--- src/rtl/pipelined_add4.sv ---
// -----------------------------------------------------------------------------
// pipelined_add4
//   Two-stage pipelined adder tree: out = in1 + in2 + in3 + in4 (unsigned).
//   A new operand set is accepted every clock and one result is produced per
//   cycle. Latency is 2 cycles, or 3 cycles when PIPELINED_ADD4_INPUT_REG_EN
//   is defined, which adds a register stage on the four operands.
//
// Configuration macro:
//   PIPELINED_ADD4_INPUT_REG_EN  - register in1..in4 before the adder tree.
//
// Ports:
//   clk      in   1        clock, all state updates on the rising edge
//   rst      in   1        synchronous active-high reset
//   in1..in4 in   IN_W     unsigned operands
//   out      out  IN_W+2   registered sum, wide enough that it never wraps
// -----------------------------------------------------------------------------
module pipelined_add4 #(
  parameter int unsigned IN_W = 14
) (
  input  logic              clk,
  input  logic              rst,
  input  logic [IN_W-1:0]   in1,
  input  logic [IN_W-1:0]   in2,
  input  logic [IN_W-1:0]   in3,
  input  logic [IN_W-1:0]   in4,
  output logic [IN_W+1:0]   out
);

  localparam int unsigned SUM_W = IN_W + 1;
  localparam int unsigned OUT_W = IN_W + 2;

  // Operands as seen by the adder tree (raw inputs or their registered copies)
  logic [IN_W-1:0]  op1;
  logic [IN_W-1:0]  op2;
  logic [IN_W-1:0]  op3;
  logic [IN_W-1:0]  op4;

  // Stage-1 partial sums, one bit wider than an operand so no carry is lost
  logic [SUM_W-1:0] s12;
  logic [SUM_W-1:0] s34;

`ifdef PIPELINED_ADD4_INPUT_REG_EN
  logic [IN_W-1:0]  in_q1;
  logic [IN_W-1:0]  in_q2;
  logic [IN_W-1:0]  in_q3;
  logic [IN_W-1:0]  in_q4;

  // Stage 0: register the operands
  always_ff @(posedge clk) begin
    if (rst) begin
      in_q1 <= '0;
      in_q2 <= '0;
      in_q3 <= '0;
      in_q4 <= '0;
    end else begin
      in_q1 <= in1;
      in_q2 <= in2;
      in_q3 <= in3;
      in_q4 <= in4;
    end
  end

  assign op1 = in_q1;
  assign op2 = in_q2;
  assign op3 = in_q3;
  assign op4 = in_q4;
`else
  assign op1 = in1;
  assign op2 = in2;
  assign op3 = in3;
  assign op4 = in4;
`endif

  // Stage 1: pairwise sums, zero-extended before the add
  always_ff @(posedge clk) begin
    if (rst) begin
      s12 <= '0;
      s34 <= '0;
    end else begin
      s12 <= SUM_W'(op1) + SUM_W'(op2);
      s34 <= SUM_W'(op3) + SUM_W'(op4);
    end
  end

  // Stage 2: final sum at full output width, driven straight from the flop
  always_ff @(posedge clk) begin
    if (rst) begin
      out <= '0;
    end else begin
      out <= OUT_W'(s12) + OUT_W'(s34);
    end
  end

endmodule

--- config.mk ---
export PLATFORM = sky130hd
export DESIGN_NAME = pipelined_add4
export DESIGN_NICKNAME = d
export VERILOG_FILES = /design/src/rtl/pipelined_add4.sv
export SDC_FILE = /design/constraint.sdc
export NUM_CORES = 1
export LEC_CHECK = 0
export CORE_UTILIZATION = 30
export DETAILED_ROUTE_END_ITERATION = 10
export GPL_ROUTABILITY_DRIVEN = 0
export PLACE_DENSITY = 0.66
export SLEW_MARGIN = 10
export SYNTH_ARGS = -nofsm -noshare
export SYNTH_HDL_FRONTEND = slang
export SYNTH_SLANG_ARGS = --single-unit
--- constraint.sdc ---
create_clock -name clk -period 2.4 [get_ports clk]
set_input_delay 0.72 -clock clk [delete_from_list [all_inputs] [get_ports clk]]
set_output_delay 0.72 -clock clk [all_outputs]
set_load 0.02 [all_outputs]
==> metrics, run 1 <==
commonest non-fill, non-tap cells in the layout 59 x clkdlybuf4s50_1, 47 x buf_4, 46 x dfxtp_1, 45 x nor2_1, 37 x ha_1; worst slew pin tran 0.3249 ns; Area after DPL 0.004257 sq mm; H-tree Lvls 2; cell area after layout 0.004553 sq mm; critical path's top delay family compound AO/OA/AOI/OAI gates; Global Route Usage Sum 0.1410; CTS buffer count 5; largest net degree at the start of global routing 25; IO buf count 73; slowest cell on the critical path fa_2; Setup CP Type in2reg; PwrDens 553.6 mW/mm^2; final hold vios 0; Initial Util 0.3101; clock latency on the worst-skew pair 0.30 ns; Via density 4.835; Synth Area per Inst 8.879 sq um; Post-Syn Instances 343; reg-to-reg endpoint out[14]$_SDFF_PP0_; f_max 422.9 MHz; max cap viols 0; Critical Path AT 2.55 ns; antenna-violating nets left 0; startpoint types input pin; CTS tree built; critical path, cell by cell clkdlybuf4s15_1, ha_4, fa_2, a211oi_2, nor2_2, o21a_1, o41a_1, xnor2_1, nor2_1; Final nets 569; Slew headroom 0.7811; CTS clk-pin slew, worst paths 0.09 ns; chip width 102.8 microns; Place WS -0.6075 ns; Syn Std Cell Area 0.003045 sq mm; DR vias 2896; Crit. End Element flip-flop; RSZ-0062 raised after global routing no; met2 Use GR 0.2544; final setup vio count 0; Hold Path Depth 2; Clock Path Buffers 2; Peak VDD IR 0.2196 mV; Post-synth EDFFs 0; total grt overflow 0; WP buf/inv 1; max-slew violations 0; fin crit period 2.364 ns; Clock Skew 0.008472 ns; Post-synth ARST share 0; Yosys cell types 51; LEAKAGE 2.013 nW; Cell Rows 36; Seq. cell area 920.9 sq um; CTS root buf clkbuf_8; Worst Reg-to-Reg Cells 8; synthesized net count 447; CP max FO 3; Worst R2R Setup Slack 0.27 ns; Detail Placement HPWL 5.908 mm; hold_sp s34[0]$_SDFF_PP0_; drt pass-1 iters 4; area of the multi-input gates 0.002238 sq mm; most common cell after layout, fill and taps aside clkdlybuf4s50_1; Yosys reg bits 46; Crit path largest cell delay 0.35 ns; final period utilization 0.9852; grt met1 use 0.1705; Yosys warnings 0; Fillers 985; WL/cell 12.05 microns; Most used DFF post-synth dfxtp_1; share of cells above drive strength 1 0.2082; area delta synth->final 49.51%; top post-synthesis cells by area dfxtp_1 30%, ha_1 18%, nor2_1 5.7%; Critical R2R Launch s12[0]$_SDFF_PP0_; sequential fraction of the synthesis area 0.3024; residual DRC count 0; Critical Path RT 2.59 ns; drt total wl 7.215 mm; die area 0.01056 sq mm; Hold Crit Class reg2reg; outcome finished, final reports clean; Sink Count 46; WHS 0.5790 ns; IO Count 74; Worst Hold Path EP out[0]$_SDFF_PP0_; vias in the first global route 2715; Ant. Diodes 0; first-pass GRT wire length 11.76 mm; cell taking the most area after synthesis dfxtp_1; DRT iter0 DRCs 82; top cell type's share of synthesized area 0.3024; Die Span Y 102.8 microns; initial antenna violation count 0; Core Area 0.009819 sq mm; met3 usage 0.02169; final worst setup slack 0.03558 ns; global routing's busiest layer met2
## power breakdown
part	leakage [nW]	switching, mW	internal, mW
sequential	0.383	0.0373	0.875
combinational	1.58	0.545	0.567
clock	0.0489	0.259	0.238
total	2.01	0.841	1.68
## cell usage after synthesis (all sizes together), types with 2 or more instances
master    n
a2111oi   2
a211oi   15
a21boi    2
a21o     14
a21oi    21
a221oi    2
a31oi     5
and3      2
clkbuf    5
dfxtp    46
fa        3
ha       43
inv       9
mux2      2
nand2    14
nand3     4
nand4     2
nor2     46
nor2b     7
nor3     13
o211a     2
o211ai    6
o21a      5
o21ai    28
o21bai    4
o31ai     4
or2       2
xnor2    15
xor2      9
## sequential cells by signal (all words and copies together) (netlist names)
signal	flops
out	16
s12	15
s34	15
## worst register-to-register path, cell delays in order (launching register included)
cell,delay (ns)
dfxtp_1,0.32
ha_1,0.22
fa_1,0.43
a211oi_1,0.33
o21ai_1,0.14
a21oi_1,0.24
o21ai_1,0.14
xnor2_1,0.15
nor2_1,0.05
## worst max-delay path by stage
stage                     startpoint            endpoint  slack [ns]  cells after the start
after floorplan               in1[0]  s12[10]$_SDFF_PP0_        0.01                      7
after global placement        in3[1]  s34[13]$_SDFF_PP0_       -0.57                      8
after detailed placement      in3[1]  s34[13]$_SDFF_PP0_       -0.61                      8
after CTS                     in4[6]  s34[13]$_SDFF_PP0_     -0.0009                      8
after global routing          in3[0]   s34[8]$_SDFF_PP0_       0.002                      9
final                         in3[0]   s34[8]$_SDFF_PP0_        0.04                      9
## area by class of cell
class / count / share of cell area
Inverter: 9 / 0.007420
Multi-Input combinational cell: 282 / 0.4916
Clock inverter: 1 / 0.001924
Sequential cell: 46 / 0.2023
Tap cell: 133 / 0.03655
Clock buffer: 7 / 0.01896
Timing Repair Buffer: 121 / 0.2413
## stage by stage
| stage | TNS (ns) | util | power (mW) | std cells |
|---|---|---|---|---|
| after global routing | 0 | 0.4637 | 2.697 | 599 |
| after floorplan | 0 | - | 1.573 | 343 |
| after CTS | -0.0009006 | 0.4540 | 2.513 | 599 |
| final | 0 | 0.4637 | 2.521 | 599 |
| after global placement | -8.039 | 0.4335 | 1.965 | 589 |
| after detailed placement | -8.454 | 0.4335 | 1.984 | 589 |
## timing repair
| action | 4_1_cts | 5_1_grt |
|---|---|---|
| resized for setup | 30 | 24 |
| endpoints found under the setup margin | 14 | 10 |
| hold buffers | 0 | 0 |
| pin swaps | 17 | 27 |
| buffers inserted | 2 | 0 |
## layer usage
layer | part of all wire | up-vias | routed length [microns]
met3 | 0.037 | 10 | 264
met4 | 0.017 | 0 | 122
met1 | 0.46 | 1316 | 3301
met2 | 0.49 | 69 | 3527
met5 | 0 | - | 0
li1 | - | 1501 | -
## cell families (layout without fill, tap and decap cells)
family          count (synthesis)  after routing  synth area share
compound gates                116            116            0.2633
mux                             2              2          0.008626
buf+inv                        15            138           0.02218
flops                          46             46            0.3024
xor+xnor                       24             24           0.06902
simple gates                   94             94            0.1380
fa+ha+maj                      46             46            0.1964
(Power assumes the default switching activity.)
==> run 2: changes to the inputs <==
==> constraint.sdc (replaced) <==
create_clock -name clk -period 2.4 [get_ports clk]
set_input_delay 0.6 -clock clk [delete_from_list [all_inputs] [get_ports clk]]
set_output_delay 0.6 -clock clk [all_outputs]
set_load 0.02 [all_outputs]
==> metrics, run 2 (synthesized netlist as in run 1, its figures left out) <==
Die Span Y 102.8 microns (unchanged); Hold Crit Class reg2reg; drt total wl 7.044 mm (-2.4%); commonest non-fill, non-tap cells in the layout 69 x clkdlybuf4s50_1, 46 x nor2_1, 46 x dfxtp_1, 39 x ha_1, 35 x buf_4; Clock Skew 0.009136 ns (+0.0006634 ns); final period utilization 0.9738 (-0.01141); Ant. Diodes 0 (unchanged); max cap viols 0 (unchanged); Setup crit start in3[2]; Area after DPL 0.004172 sq mm (-2.0%); WL/cell 12.02 microns (-0.20%); chip width 102.8 microns (unchanged); worst slew pin tran 0.5093 ns (+0.1844 ns); f_max 427.9 MHz (+1.2%); Critical R2R Launch s12[0]$_SDFF_PP0_; RSZ-0062 raised after global routing yes; total grt overflow 0 (unchanged); IO buf count 73 (unchanged); first-pass GRT wire length 11.47 mm (-2.5%); final setup vio count 0 (unchanged); global routing's busiest layer met2; Core Area 0.009819 sq mm (unchanged); CP max FO 3 (unchanged); CTS tree built; LEAKAGE 1.870 nW (-7.1%); Clock Path Buffers 2 (unchanged); final hold vios 0 (unchanged); hold_sp s34[0]$_SDFF_PP0_; residual DRC count 0 (unchanged); post-route insts no fill 586 (-2.2%); dpl cells 578 (-1.9%); vias in the first global route 2687 (-1.0%); cts hold-fix bufs 0 (unchanged); Crit. End Element flip-flop; Critical Path RT 2.60 ns (about the same); Peak VDD IR 0.2362 mV (+7.5%); Setup CP Type in2reg; Fillers 971 (-1.4%); met3 usage 0.01966 (-0.002034); Via density 4.771 (-1.3%); PwrDens 560.4 mW/mm^2 (+1.2%); grt met1 use 0.1678 (-0.002689); setup TNS 0 ns (unchanged); clock latency on the worst-skew pair 0.30 ns (about the same); Global Route Usage Sum 0.1375 (-0.003527); most common cell after layout, fill and taps aside clkdlybuf4s50_1; IO Count 74 (unchanged); fin crit period 2.337 ns (-0.02738 ns); DRT iter0 DRCs 69 (-16%); Critical Path AT 2.54 ns (about the same); largest net degree at the start of global routing 25 (unchanged); Slew headroom 0.6596 (-0.1215); outcome finished, final reports clean; CTS clk-pin slew, worst paths 0.09 ns (about the same); share of cells above drive strength 1 0.1589 (-0.04921); max reg flops 16 (unchanged); die area 0.01056 sq mm (unchanged); Final nets 556 (-2.3%); initial antenna violation count 0 (unchanged); max-slew violations 0 (unchanged); Initial Util 0.3101 (unchanged); Sink Count 46 (unchanged); area delta synth->final 42.81%; met2 Use GR 0.2359 (-0.01846); Hold Path Depth 2 (unchanged); biggest regs out (16), s12 (15), s34 (15); cell area after layout 0.004349 sq mm (-4.5%); Detail Placement HPWL 5.845 mm (-1.1%); CTS root buf clkbuf_8; post-CTS setup buffers 0 (-2); startpoint types input pin; antenna-violating nets left 0 (unchanged); DR vias 2796 (-3.5%); H-tree Lvls 2 (unchanged); Reg with most FFs out; Cell Rows 36 (unchanged); drt pass-1 iters 4 (unchanged); Worst Reg-to-Reg Cells 8 (unchanged); CTS buffer count 5 (unchanged)
-- run 2: cell count changes in the layout (fill, tap and decap cells not counted), moves of 3 or more --
cell and delta:
o21ai_2 -3, buf_4 -12, dlymetal6s2s_1 -7, clkdlybuf4s50_1 +10, ha_4 -4
-- run 2: path summary, 6_finish.rpt --
check | to | slack [ns]
setup / recovery | s34[13]$_SDFF_PP0_ | 0.06
hold / removal | out[0]$_SDFF_PP0_ | 0.58
setup reg to reg | out[14]$_SDFF_PP0_ | 0.31
hold reg to reg | out[0]$_SDFF_PP0_ | 0.58
-- run 2: report_power, final --
part / total (mW) / internal [mW] / switching, mW / leakage (nW)
clock: 0.461 / 0.206 / 0.255 / 0.0452
sequential: 0.911 / 0.875 / 0.0364 / 0.383
combinational: 1.07 / 0.534 / 0.531 / 1.44
total: 2.44 / 1.61 / 0.823 / 1.87
-- run 2: layer usage --
layer,share of wire,vias up
met5,0,-
met4,0.034,0
met3,0.036,22
met2,0.46,72
met1,0.47,1222
li1,-,1480
-- run 2: critical path, stage by stage --
cell             delay (ns)
clkdlybuf4s50_1        0.46
ha_2                   0.29
o21ai_2                0.16
o21bai_2               0.09
a21oi_2                0.24
o31ai_4                0.10
a221oi_2               0.27
mux2_4                 0.32
-- run 2: layout make-up --
class	instances	area (sq um)	share of cell area
tap	133	166.4	0.03826
sequential	46	920.9	0.2117
timing repair buffer	108	988.4	0.2273
clock buffer	6	72.57	0.01669
inverter	9	33.78	0.007768
clock inverter	2	13.76	0.003165
multi-input combinational	282	2153	0.4951
-- run 2: metrics by stage --
stage / worst slack [ns] / utilization / power (mW) / hold WS (ns)
finish: 0.06295 / 0.4429 / 2.437 / 0.5783
global route: -0.04680 / 0.4429 / 2.606 / 0.6302
CTS: 0.001393 / 0.4381 / 2.437 / 0.5874
detailed placement: -0.5010 / 0.4248 / 1.959 / 0.5647
global placement: -0.4382 / 0.4248 / 1.942 / 0.5360
floorplan: 0.07199 / - / 1.573 / 0.5241
-- run 2: timing repair --
action / in CTS / in global routing
gates resized for setup: 12 / 12
setup endpoints to repair: 11 / 13
pin swaps: 7 / 5
==> run 3: changes to the inputs <==
--- a/config.mk
+++ b/config.mk
@@ -8,7 +8,9 @@
 export CORE_UTILIZATION = 30
 export DETAILED_ROUTE_END_ITERATION = 10
 export GPL_ROUTABILITY_DRIVEN = 0
-export PLACE_DENSITY = 0.66
+export GPL_TIMING_DRIVEN = 0
+export PLACE_DENSITY = 0.67
+export SKIP_LAST_GASP = 1
 export SLEW_MARGIN = 10
 export SYNTH_ARGS = -nofsm -noshare
 export SYNTH_HDL_FRONTEND = slang
==> metrics, run 3 (synthesized netlist as in run 1, its figures left out) <==
share of power burned in registers 0.370 (-0.004); H-tree Lvls 2 (unchanged); final hold vios 0 (unchanged); startpoint types input pin; Worst Reg-to-Reg Cells 8 (unchanged); CP max FO 3 (unchanged); switching power 823.7 uW (+0.13%); area delta synth->final 38.58%; worst slew pin tran 0.5461 ns (+0.03683 ns); max cap viols 0 (unchanged); Setup crit start in4[0]; Critical Path AT 2.55 ns (about the same); f_max 419.9 MHz (-1.9%); Sink Count 46 (unchanged); combinational share of power 0.421 (-0.016); WL/cell 12.96 microns (+7.8%); Ant. Diodes 0 (unchanged); clock power share 0.209 (+0.020); Reg with most FFs out; CTS root buf clkbuf_8; Clock Path Buffers 2 (unchanged); setup TNS 0 ns (unchanged); residual DRC count 0 (unchanged); IO Count 74 (unchanged); antenna-violating nets left 0 (unchanged); max reg flops 16 (unchanged); max-slew violations 0 (unchanged); Clock Skew 0.01030 ns (+0.001161 ns); die area 0.01056 sq mm (unchanged); Hold Crit Class in2reg; final period utilization 0.9924 (+0.01858); Worst Setup EP s34[8]$_SDFF_PP0_; CTS buffer count 5 (unchanged); Via density 4.945 (+3.6%); Slew headroom 0.6359 (-0.02369); commonest non-fill, non-tap cells in the layout 66 x clkdlybuf4s50_1, 46 x dfxtp_1, 45 x nor2_1, 37 x ha_1, 19 x a21oi_1; Die Span Y 102.8 microns (unchanged); drt pass-1 iters 4 (unchanged); hold_sp rst; Global Route Usage Sum 0.1362 (-0.001311); biggest regs out (16), s12 (15), s34 (15); Cell Rows 36 (unchanged); cts hold-fix bufs 0 (unchanged); Critical Path RT 2.56 ns (-0.04 ns); Internal 1.645 mW (+1.9%); Initial Util 0.3101 (unchanged); final setup vio count 0 (unchanged); largest net degree at the start of global routing 15 (-40%); CTS clk-pin slew, worst paths 0.08 ns (about the same); switching share of total power 0.3336 (-0.003925); total power 2.469 mW (+1.3%); DRT iter0 DRCs 92 (+33%); fin crit period 2.382 ns (+0.04460 ns); most common cell after layout, fill and taps aside clkdlybuf4s50_1; Setup CP Type in2reg; PwrDens 585.0 mW/mm^2 (+4.4%); Detail Placement HPWL 5.763 mm (-1.4%); Peak VDD IR 0.2498 mV (+5.8%); RSZ-0062 raised after global routing yes; share of cells above drive strength 1 0.1166 (-0.04239); Critical R2R Launch s12[0]$_SDFF_PP0_; Final nets 532 (-4.3%); vias in the first global route 2618 (-2.6%); drt total wl 7.284 mm (+3.4%); initial antenna violation count 0 (unchanged); total grt overflow 0 (unchanged); first-pass GRT wire length 11.30 mm (-1.4%); clock latency on the worst-skew pair 0.30 ns (about the same); DR vias 2779 (-0.61%); outcome finished, final reports clean; IO buf count 72 (-1.4%); CTS tree built; chip width 102.8 microns (unchanged); Worst R2R Setup Slack 0.20 ns (-0.11 ns); Core Area 0.009819 sq mm (unchanged); LEAKAGE 1.774 nW (-5.1%); Crit. End Element flip-flop; reg-to-reg endpoint out[14]$_SDFF_PP0_
[run 3: how the worst min path moves through the flow]
stage / to / depth (start not counted) / slack [ns]
after floorplan: out[0]$_SDFF_PP0_ / 2 / 0.52
after global placement: out[0]$_SDFF_PP0_ / 2 / 0.53
after detailed placement: out[0]$_SDFF_PP0_ / 2 / 0.55
after CTS: out[15]$_SDFF_PP0_ / 2 / 0.52
after global routing: out[15]$_SDFF_PP0_ / 2 / 0.52
final: out[15]$_SDFF_PP0_ / 2 / 0.52
[run 3: area by class of cell]
| cell class | instances | area [sq um] |
|---|---|---|
| Multi-Input combinational cell | 282 | 2192 |
| Inverter | 9 | 33.78 |
| Sequential cell | 46 | 920.9 |
| Timing Repair Buffer | 78 | 768.2 |
| Buffer | 6 | 33.78 |
| Fill cell | 1004 | 5599 |
| Clock inverter | 1 | 8.758 |
| Tap cell | 133 | 166.4 |
| Clock buffer | 7 | 96.34 |
[run 3: worst max-delay path, cell delays in order]
cell and delay (ns):
clkdlybuf4s15_1 0.21, ha_4 0.19, fa_2 0.37, a211oi_2 0.25, nor2_2 0.08, o21a_1 0.20
o41a_1 0.38, xnor2_1 0.20, nor2_1 0.06
[run 3: power groups by stage]
stage	Combinational, mW	Clock, mW	Sequential (mW)
floorplan	0.589	0	0.984
global placement	0.953	0	0.932
detailed placement	0.969	0	0.933
CTS	1.01	0.522	0.915
global route	1.15	0.563	0.924
finish	1.04	0.517	0.913
[run 3: metrics by stage]
step	setup slack, ns	cells	utilization	cell area (sq um)	hold slack, ns
5_1_grt	-0.05920	562	0.4298	4220	0.5188
3_5_place_dp	-0.5634	548	0.4005	3933	0.5536
3_3_place_gp	-0.5368	548	0.4005	3933	0.5347
6_report	0.01835	562	0.4298	4220	0.5196
2_1_floorplan	0.07199	343	-	3045	0.5241
4_1_cts	0.004279	561	0.4216	4140	0.5179
[run 3: repair_timing]
action	CTS	global route
cloned	0	0
pin swaps	12	11
setup buffers	5	1
resized for setup	22	14
endpoints found under the setup margin	11	11
[run 3: metal layers]
layer | GRT usage | part of all wire | vias up | wire length (microns)
li1 | - | - | 1427 | -
met1 | 0.1616 | 0.45 | 1268 | 3269
met2 | 0.2436 | 0.49 | 71 | 3555
met3 | 0.01898 | 0.042 | 13 | 308
met4 | 0.06067 | 0.021 | 0 | 150
met5 | 0 | 0 | - | 0
